### src/rtl/bcd_pkg.sv
// Shared types and constants for the sequential binary-to-BCD converter.
// Holds the FSM state enum, the digit-adjust constants and DIGITS_FOR().
package bcd_pkg;

   typedef enum logic [1:0] {
      IDLE  = 2'd0,
      SHIFT = 2'd1,
      DONE  = 2'd2
   } state_t;

   localparam logic [3:0] ADJ_ADD = 4'd3;
   localparam logic [3:0] ADJ_MIN = 4'd5;

   // Smallest digit count d with 10^d > 2^width.
   function automatic int DIGITS_FOR(input int width);
      longint unsigned p;
      longint unsigned lim;
      int d;
      lim = 64'(1) << width;
      p   = 64'd1;
      d   = 0;
      while (p <= lim) begin
         p = p * 64'd10;
         d = d + 1;
      end
      return d;
   endfunction

endpackage

### src/rtl/seq_bin_to_bcd_if.sv
// Operand/result handshake bundle for seq_bin_to_bcd.
// master: in_valid/bin/signed_mode/out_ready; slave: in_ready/out_valid/bcd/neg.
interface seq_bin_to_bcd_if #(
   parameter int WIDTH  = 8,
   parameter int DIGITS = 3
);

   logic                  in_valid;
   logic                  in_ready;
   logic [WIDTH-1:0]      bin;
   logic                  signed_mode;
   logic                  out_valid;
   logic                  out_ready;
   logic [4*DIGITS-1:0]   bcd;
   logic                  neg;

   modport master (
      output in_valid, bin, signed_mode, out_ready,
      input  in_ready, out_valid, bcd, neg
   );

   modport slave (
      input  in_valid, bin, signed_mode, out_ready,
      output in_ready, out_valid, bcd, neg
   );

endinterface

### src/rtl/bcd_digit_adj.sv
// Double-dabble digit correction: q = d + 3 when d >= 5, else d.
// Ports: d (4-bit BCD digit in), q (corrected digit out).
module bcd_digit_adj
   import bcd_pkg::*;
(
   input  logic [3:0] d,
   output logic [3:0] q
);

   assign q = (d >= ADJ_MIN) ? d + ADJ_ADD : d;

endmodule

### src/rtl/seq_bin_to_bcd.sv
// Sequential shift-add-3 binary-to-BCD converter, WIDTH cycles per operand.
// Ports: clk, rst_n (async, active-low), io (slave side of seq_bin_to_bcd_if).
module seq_bin_to_bcd
   import bcd_pkg::*;
#(
   parameter int WIDTH  = 8,
   parameter int DIGITS = 3
) (
   input  logic              clk,
   input  logic              rst_n,
   seq_bin_to_bcd_if.slave   io
);

   localparam int CW = $clog2(WIDTH + 1);
   localparam int BW = 4 * DIGITS;

   if (WIDTH < 4 || WIDTH > 32) begin : g_bad_width
      $error("seq_bin_to_bcd: WIDTH must be in 4..32");
   end
   if (DIGITS < DIGITS_FOR(WIDTH)) begin : g_bad_digits
      $error("seq_bin_to_bcd: DIGITS too small for WIDTH");
   end

   state_t            state, state_nxt;
   logic [WIDTH-1:0]  mag;
   logic [BW-1:0]     acc;
   logic [BW-1:0]     adj;
   logic [BW-1:0]     acc_nxt;
   logic [CW-1:0]     cnt;
   logic [BW-1:0]     bcd_q;
   logic              neg_pend;
   logic              neg_q;
   logic              rdy;
   logic              vld;
   logic              accept;
   logic              last;
   logic              is_neg;
   logic [WIDTH-1:0]  mag_in;

   // Negating in WIDTH bits gives the same low bits as the WIDTH+1-bit
   // negation, so the most negative input maps to +2^(WIDTH-1).
   assign is_neg = io.signed_mode & io.bin[WIDTH-1];
   assign mag_in = is_neg ? (~io.bin + 1'b1) : io.bin;

   for (genvar i = 0; i < DIGITS; i++) begin : g_adj
      bcd_digit_adj u_adj (
         .d (acc[4*i +: 4]),
         .q (adj[4*i +: 4])
      );
   end

   assign acc_nxt = (adj << 1) | {{(BW-1){1'b0}}, mag[WIDTH-1]};
   assign last    = (cnt == CW'(WIDTH - 1));
   assign accept  = io.in_valid & rdy;

   always_ff @(posedge clk or negedge rst_n) begin
      if (!rst_n) begin
         state <= IDLE;
      end else begin
         state <= state_nxt;
      end
   end

   always_comb begin
      state_nxt = state;
      rdy       = 1'b0;
      vld       = 1'b0;
      unique case (state)
         IDLE: begin
            rdy = 1'b1;
            if (io.in_valid) state_nxt = SHIFT;
         end
         SHIFT: begin
            if (last) state_nxt = DONE;
         end
         DONE: begin
            vld = 1'b1;
            if (io.out_ready) state_nxt = IDLE;
         end
         default: state_nxt = IDLE;
      endcase
   end

   // Result registers only load on the final shift, so bcd/neg never
   // expose partial accumulator contents.
   always_ff @(posedge clk or negedge rst_n) begin
      if (!rst_n) begin
         mag      <= '0;
         acc      <= '0;
         cnt      <= '0;
         bcd_q    <= '0;
         neg_pend <= 1'b0;
         neg_q    <= 1'b0;
      end else if (accept) begin
         mag      <= mag_in;
         neg_pend <= is_neg;
         acc      <= '0;
         cnt      <= '0;
      end else if (state == SHIFT) begin
         acc <= acc_nxt;
         mag <= mag << 1;
         cnt <= cnt + 1'b1;
         if (last) begin
            bcd_q <= acc_nxt;
            neg_q <= neg_pend;
         end
      end
   end

   assign io.in_ready  = rdy;
   assign io.out_valid = vld;
   assign io.bcd       = bcd_q;
   assign io.neg       = neg_q;

endmodule

### src/flat_wrapper.sv
// flat-port wrapper written by rule: the top's interface ports become plain ports
module seq_bin_to_bcd_flat import bcd_pkg::*;
#(
   parameter int WIDTH  = 8,
   parameter int DIGITS = 3
)
  (clk, rst_n, io_in_valid, io_bin, io_signed_mode, io_out_ready, io_in_ready, io_out_valid, io_bcd, io_neg);
  seq_bin_to_bcd_if #(.WIDTH(WIDTH), .DIGITS(DIGITS)) io_i ();
  input  logic clk;
  input  logic rst_n;
  input wire logic [$bits(io_i.in_valid)-1:0] io_in_valid;
  input wire logic [$bits(io_i.bin)-1:0] io_bin;
  input wire logic [$bits(io_i.signed_mode)-1:0] io_signed_mode;
  input wire logic [$bits(io_i.out_ready)-1:0] io_out_ready;
  output wire logic [$bits(io_i.in_ready)-1:0] io_in_ready;
  output wire logic [$bits(io_i.out_valid)-1:0] io_out_valid;
  output wire logic [$bits(io_i.bcd)-1:0] io_bcd;
  output wire logic [$bits(io_i.neg)-1:0] io_neg;
  assign io_i.in_valid = io_in_valid;
  assign io_i.bin = io_bin;
  assign io_i.signed_mode = io_signed_mode;
  assign io_i.out_ready = io_out_ready;
  assign io_in_ready = io_i.in_ready;
  assign io_out_valid = io_i.out_valid;
  assign io_bcd = io_i.bcd;
  assign io_neg = io_i.neg;
  seq_bin_to_bcd #(.WIDTH(WIDTH), .DIGITS(DIGITS)) u_core (.clk(clk), .rst_n(rst_n), .io(io_i));
endmodule
### config.mk
export PLATFORM = sky130hd
export DESIGN_NAME = seq_bin_to_bcd_flat
export DESIGN_NICKNAME = d
export VERILOG_FILES = /design/src/rtl/bcd_pkg.sv /design/src/rtl/seq_bin_to_bcd_if.sv /design/src/rtl/bcd_digit_adj.sv /design/src/rtl/seq_bin_to_bcd.sv /design/src/flat_wrapper.sv
export SDC_FILE = /design/constraint.sdc
export NUM_CORES = 1
export LEC_CHECK = 0
export ABC_AREA = 1
export BUFFER_PORTS_ARGS = -buffer_cell sky130_fd_sc_hd__clkbuf_2
export CAP_MARGIN = 10
export CORE_ASPECT_RATIO = 1.75
export CORE_MARGIN = 4
export CORE_UTILIZATION = 60
export DETAILED_ROUTE_END_ITERATION = 10
export GPL_TIMING_DRIVEN = 1
export PLACE_DENSITY = 0.81
export SKIP_LAST_GASP = 1
export SYNTH_ARGS = -nofsm -noshare
export SYNTH_HDL_FRONTEND = slang
export SYNTH_HIERARCHICAL = 1
export SYNTH_SLANG_ARGS = --single-unit
### constraint.sdc
create_clock -name clk -period 4.7 [get_ports clk]
set_clock_uncertainty 0.1 [all_clocks]
set_input_delay 0.235 -clock clk [delete_from_list [all_inputs] [get_ports clk]]
set_output_delay 0.235 -clock clk [all_outputs]
set_load 0.01 [all_outputs]
**Yosys cells after proc, flatten, opt, wreduce, memory -nomap -nowiden**

Cells that the tools add are included.
W data, S select, Z words.

- Register bits after elaboration: 40
- Bits in latches: 0
- RAM bits: 0
- Bits in read-only memories: 0
- Input bits: 13
- Output and inout port bits: 15
- Word-level logic and storage cells: 46
- Memories: 0

- $add $sub $neg: 5
- Multiply operators: 0
- Divide/modulo/power cells: 0
- Magnitude comparators: 3
- Eq/ne operators: 6
- Shift operators: 0
- Multiplexer cells: 16
- Bitwise logic cells: 5
- Reduce and logical (&&, ||, !) cells: 4

Operators by type and width:

| cell | count |
|---|---|
| $mux W12 | 2 |
| $mux W8 | 3 |
| $mux W4 | 4 |
| $ge A4 B3 Y1 const B | 3 |
| $or A12 B1 Y12 | 1 |
| $add A4 B2 Y4 const B | 2 |
| $add A8 B1 Y8 const B | 1 |
| $not A8 Y8 | 1 |
| $mux W2 | 3 |
| $pmux W2 S3 | 1 |
| $reduce_and A3 Y1 | 2 |
| $add A4 B1 Y4 const B | 1 |
| $eq A4 B3 Y1 const B | 1 |
| $ne A2 B2 Y1 const B | 2 |
| $add A3 B2 Y3 const B | 1 |
| $mux W3 | 1 |
| $and A1 B1 Y1 | 2 |
| $eq A2 B1 Y1 const B | 1 |
| $eq A2 B2 Y1 const B | 1 |
| $logic_not A2 Y1 | 1 |
| $mux W1 | 2 |
| $ne A2 B1 Y1 const B | 1 |
| $reduce_bool A2 Y1 | 1 |
| $not A1 Y1 | 1 |

**Logic depth before layout (Yosys ltp)**

- Depth in word-level cells: 5
- Mapped depth: 9
- Depth with buffers taken out: 9

**By module**

The synthesis kept the hierarchy.

Modules (own cells, without submodules):

| module | times used | cells an instance | area each (µm²) | sequential area each (µm²) |
|---|---|---|---|---|
| seq_bin_to_bcd | 1 | 166 | 1761.7 | 1001.0 |
| bcd_digit_adj | 3 | 23 | 135.1 | 0.0 |

**Least setup slack after synthesis**

No wires, ideal clock.

- Path type: register to register
- From: register u_core.cnt[0]
- To: register u_core.bcd_q[10], in the netlist u_core/io.bcd[10]
- Setup time: 0.125 ns
- Arrival: 1.289 ns
- Data required time: 4.475 ns
- Path slack: 3.186 ns
- Stages on the path, launching flop included: 6
- Path buffers: 1
- Period minus slack after synthesis: 1.514 ns
- Cell sequence: dfrtp_1 ha_1 nand3_1 nor2_4 buf_6 mux2_2

- Cells in the longest elaborated chain, start to end: 2

Ends and longest elaborated chain:

| item | RTL line | RTL |
|---|---|---|
| start, declared | seq_bin_to_bcd.sv:29 | `logic [CW-1:0] cnt;` |
| start signal, assigned | seq_bin_to_bcd.sv:102 | `cnt <= cnt + 1'b1;` |
| $eq A4 B3 Y1 | seq_bin_to_bcd.sv:53 | `assign last = (cnt == CW'(WIDTH - 1));` |
| $reduce_and A3 Y1 (no source line) | -- |  |
| end signal, assigned | seq_bin_to_bcd.sv:104 | `bcd_q <= acc_nxt;` |
| end, declared | seq_bin_to_bcd.sv:30 | `logic [BW-1:0] bcd_q;` |

Every way passes these cells.
A chain may end at the register's enable or synchronous reset.

**Worst setup path in the final report**

- From: register u_core.cnt[0]
- To: register u_core.bcd_q[6], in the netlist u_core/io.bcd[6]

Same word-level chain as after synthesis.

==> results.md <==
- Drt pass-1 iters: 4
- Hold Path Sink: u_core/state[1]$_DFFE_PN0P_
- Worst path required time: 4.78 ns
- Die X: 53.2 µm
- Die ar.: 0.00463 mm²
- Number of remaining DRC errors: 0
- Root Buffer: clkbuf_8
- CTS Buf Count: 5
- WL/cell: 13.5 µm
- Clock power frac: 0.162
- M3 GR Usage: 0.0463
- 1st-iter DRT viols: 35
- Die Y-Extent: 87.0 µm
- R2R Path Start: u_core/cnt[0]$_DFFE_PN0P_
- Met2 Use GR: 0.371
- Max Fclk: 575 MHz
- Syn Nets: 251
- Worst Hold Class: in2reg
- HP Start: io_out_ready
- Final period util: 0.370
- Unrepaired setup endpoints after global routing: false
- Arr. time, crit path: 1.82 ns
- Hold depth: 2
- Worst VDD drop: 0.405 mV
- Synthesized area: 0.00214 mm²
- Latest clock arrival within the worst-skew pair: 0.30 ns
- Tot GR Track Use: 0.215
- RD Place Congestion: 0.871
- Kind of critical path: reg2reg
- Worst-margin pin slew: 0.971 ns
- Vias per cell: 5.41
- Max transition margin: 0.353
- Critical path capture point type: flop
- Startpoint types: flop
- Initial antenna violation count: 0
- Vias in the first global route: 1715
- FP Rows: 28
- Mapped Cells: 230
- Setup violators final: 0
- R2R cell count: 4
- Grt total ovfl: 0
- Synth warn: 6
- Post CTS Setup Buffer Count: 0
- Total wire length: 4140 µm
- Mean Syn Cell Area: 9.31 µm²
- Reg-to-reg endpoint: u_core/io.bcd[6]$_DFFE_PN0P_
- Global-route wire length before repair: 7300 µm
- Via count: 1661
- Post-CTS Resized: 0
- Clk pin slew, worst setup/hold paths: 0.08 ns
- Hpwl dp: 3060 µm
- Clock H-tree levels: 2
- Max-Cap Viols: 0
- Critical-path maximum fanout: 13
- CTS tree: yes
- Core area: 0.00340 mm²
- Fin. Hold Viols: 0
- Status: completed
- Nets: 282
- Pwr dens: 707 mW/mm²
- Share of cells above drive strength 1: 0.271
- I/O pin count: 28
- Reg power frac: 0.363
- Total power: 1710 µW
- Routed Antenna Nets: 0
- Largest net degree at the start of global routing: 41
- Switching share of total power: 0.412
- Final min period: 1.74 ns
- LEAKAGE: 0.00124 µW
- Pins over their slew limit: 0
- Gate power share: 0.475
- Most Crowded Layer GR: met2
- Clock Path Buffers: 2
- Setup TNS: 0 ns
- Int Pwr: 1000 µW
- Met1 Usage GRT: 0.238
- Sw power: 704 µW
- Diodes inserted: 0
- PortBufs: 27
- Clock sink count: 40
- Area grow syn2layout: 12.9%
- Initial Utilization: 0.630
- R2R setup slack: 2.96 ns
## critical path: stages (launching register included)
cell	delay, ns
dfrtp_1	0.40
ha_1	0.19
nand3_1	0.18
nor2_4	0.37
mux2_2	0.39
## metal layers
layer | up-vias | part of all wire | wire length [µm]
li1 | 831 | - | -
met1 | 794 | 0.40 | 1640
met2 | 28 | 0.54 | 2220
met3 | 8 | 0.040 | 166
met4 | 0 | 0.027 | 113
met5 | - | 0 | 0
## cell usage in the layout (no fill, tap or decap), types with 2 or more instances in the layout
cell       n
nand2_2    4
nor2_4     7
o21ai_0   17
nand2_1   51
a21oi_2    2
nand2_4    2
inv_2      4
clkbuf_2  27
mux2_2    13
inv_1     23
a22o_1    13
dfrtp_1   40
nor2_1    15
o22ai_1    2
o21ai_2    3
nand3_1   12
ha_1       8
a21oi_1    2
clkbuf_8   5
## power groups by stage
stage | clock (µW) | combinational [µW] | sequential, µW
3_5_place_dp | 0 | 814 | 627
3_3_place_gp | 0 | 789 | 621
5_1_grt | 297 | 918 | 643
2_1_floorplan | 0 | 624 | 621
6_report | 277 | 812 | 620
4_1_cts | 286 | 819 | 621
## area by class of cell
| cell class | count | area, µm² |
|---|---|---|
| sequential | 40 | 1000 |
| multi-input combinational | 158 | 1000 |
| fill | 295 | 981 |
| timing repair buffer | 28 | 145 |
| inverter | 28 | 108 |
| clock buffer | 6 | 72.6 |
| tap | 45 | 56.3 |
| clock inverter | 2 | 35.0 |
## flip-flops by register name, summed over array words and instances (netlist names)
signal and cells:
u_core/acc 12, u_core/cnt 4, u_core/io.bcd 12, u_core/io.neg 1
u_core/mag 8, u_core/neg_pend 1, u_core/state 2
## metrics by stage
step                       util  cells  hold WS (ns)  cell area (µm²)  worst slack (ns)
after global routing      0.711    307        0.0345             2420              2.87
after detailed placement  0.677    298         0.326             2300              2.96
after CTS                 0.711    307        0.0248             2420              2.96
after global placement    0.677    298         0.330             2300              3.06
final                     0.711    307        0.0271             2420              2.96
after floorplan               -    230        -0.161             2140              3.19
## what timing repair did
| item | CTS | global route |
|---|---|---|
| endpoints found under the setup margin | 0 | 0 |
| hold buffers | 1 | 0 |
| endpoints found under the hold margin | 3 | 0 |
## how the worst max path moves through the flow
stage	startpoint	end	slack (ns)	cells past startpoint
final	u_core/cnt[0]$_DFFE_PN0P_	u_core/io.bcd[6]$_DFFE_PN0P_	2.96	4
after global routing	u_core/cnt[0]$_DFFE_PN0P_	u_core/io.bcd[6]$_DFFE_PN0P_	2.87	4
after CTS	u_core/cnt[0]$_DFFE_PN0P_	u_core/io.bcd[6]$_DFFE_PN0P_	2.96	4
after detailed placement	u_core/cnt[0]$_DFFE_PN0P_	u_core/io.bcd[6]$_DFFE_PN0P_	2.96	4
after global placement	u_core/cnt[0]$_DFFE_PN0P_	u_core/io.neg$_DFFE_PN0P_	3.06	4
after floorplan	u_core/cnt[0]$_DFFE_PN0P_	u_core/io.bcd[10]$_DFFE_PN0P_	3.19	5
No activity file was read; power rests on OpenSTA's default activity.
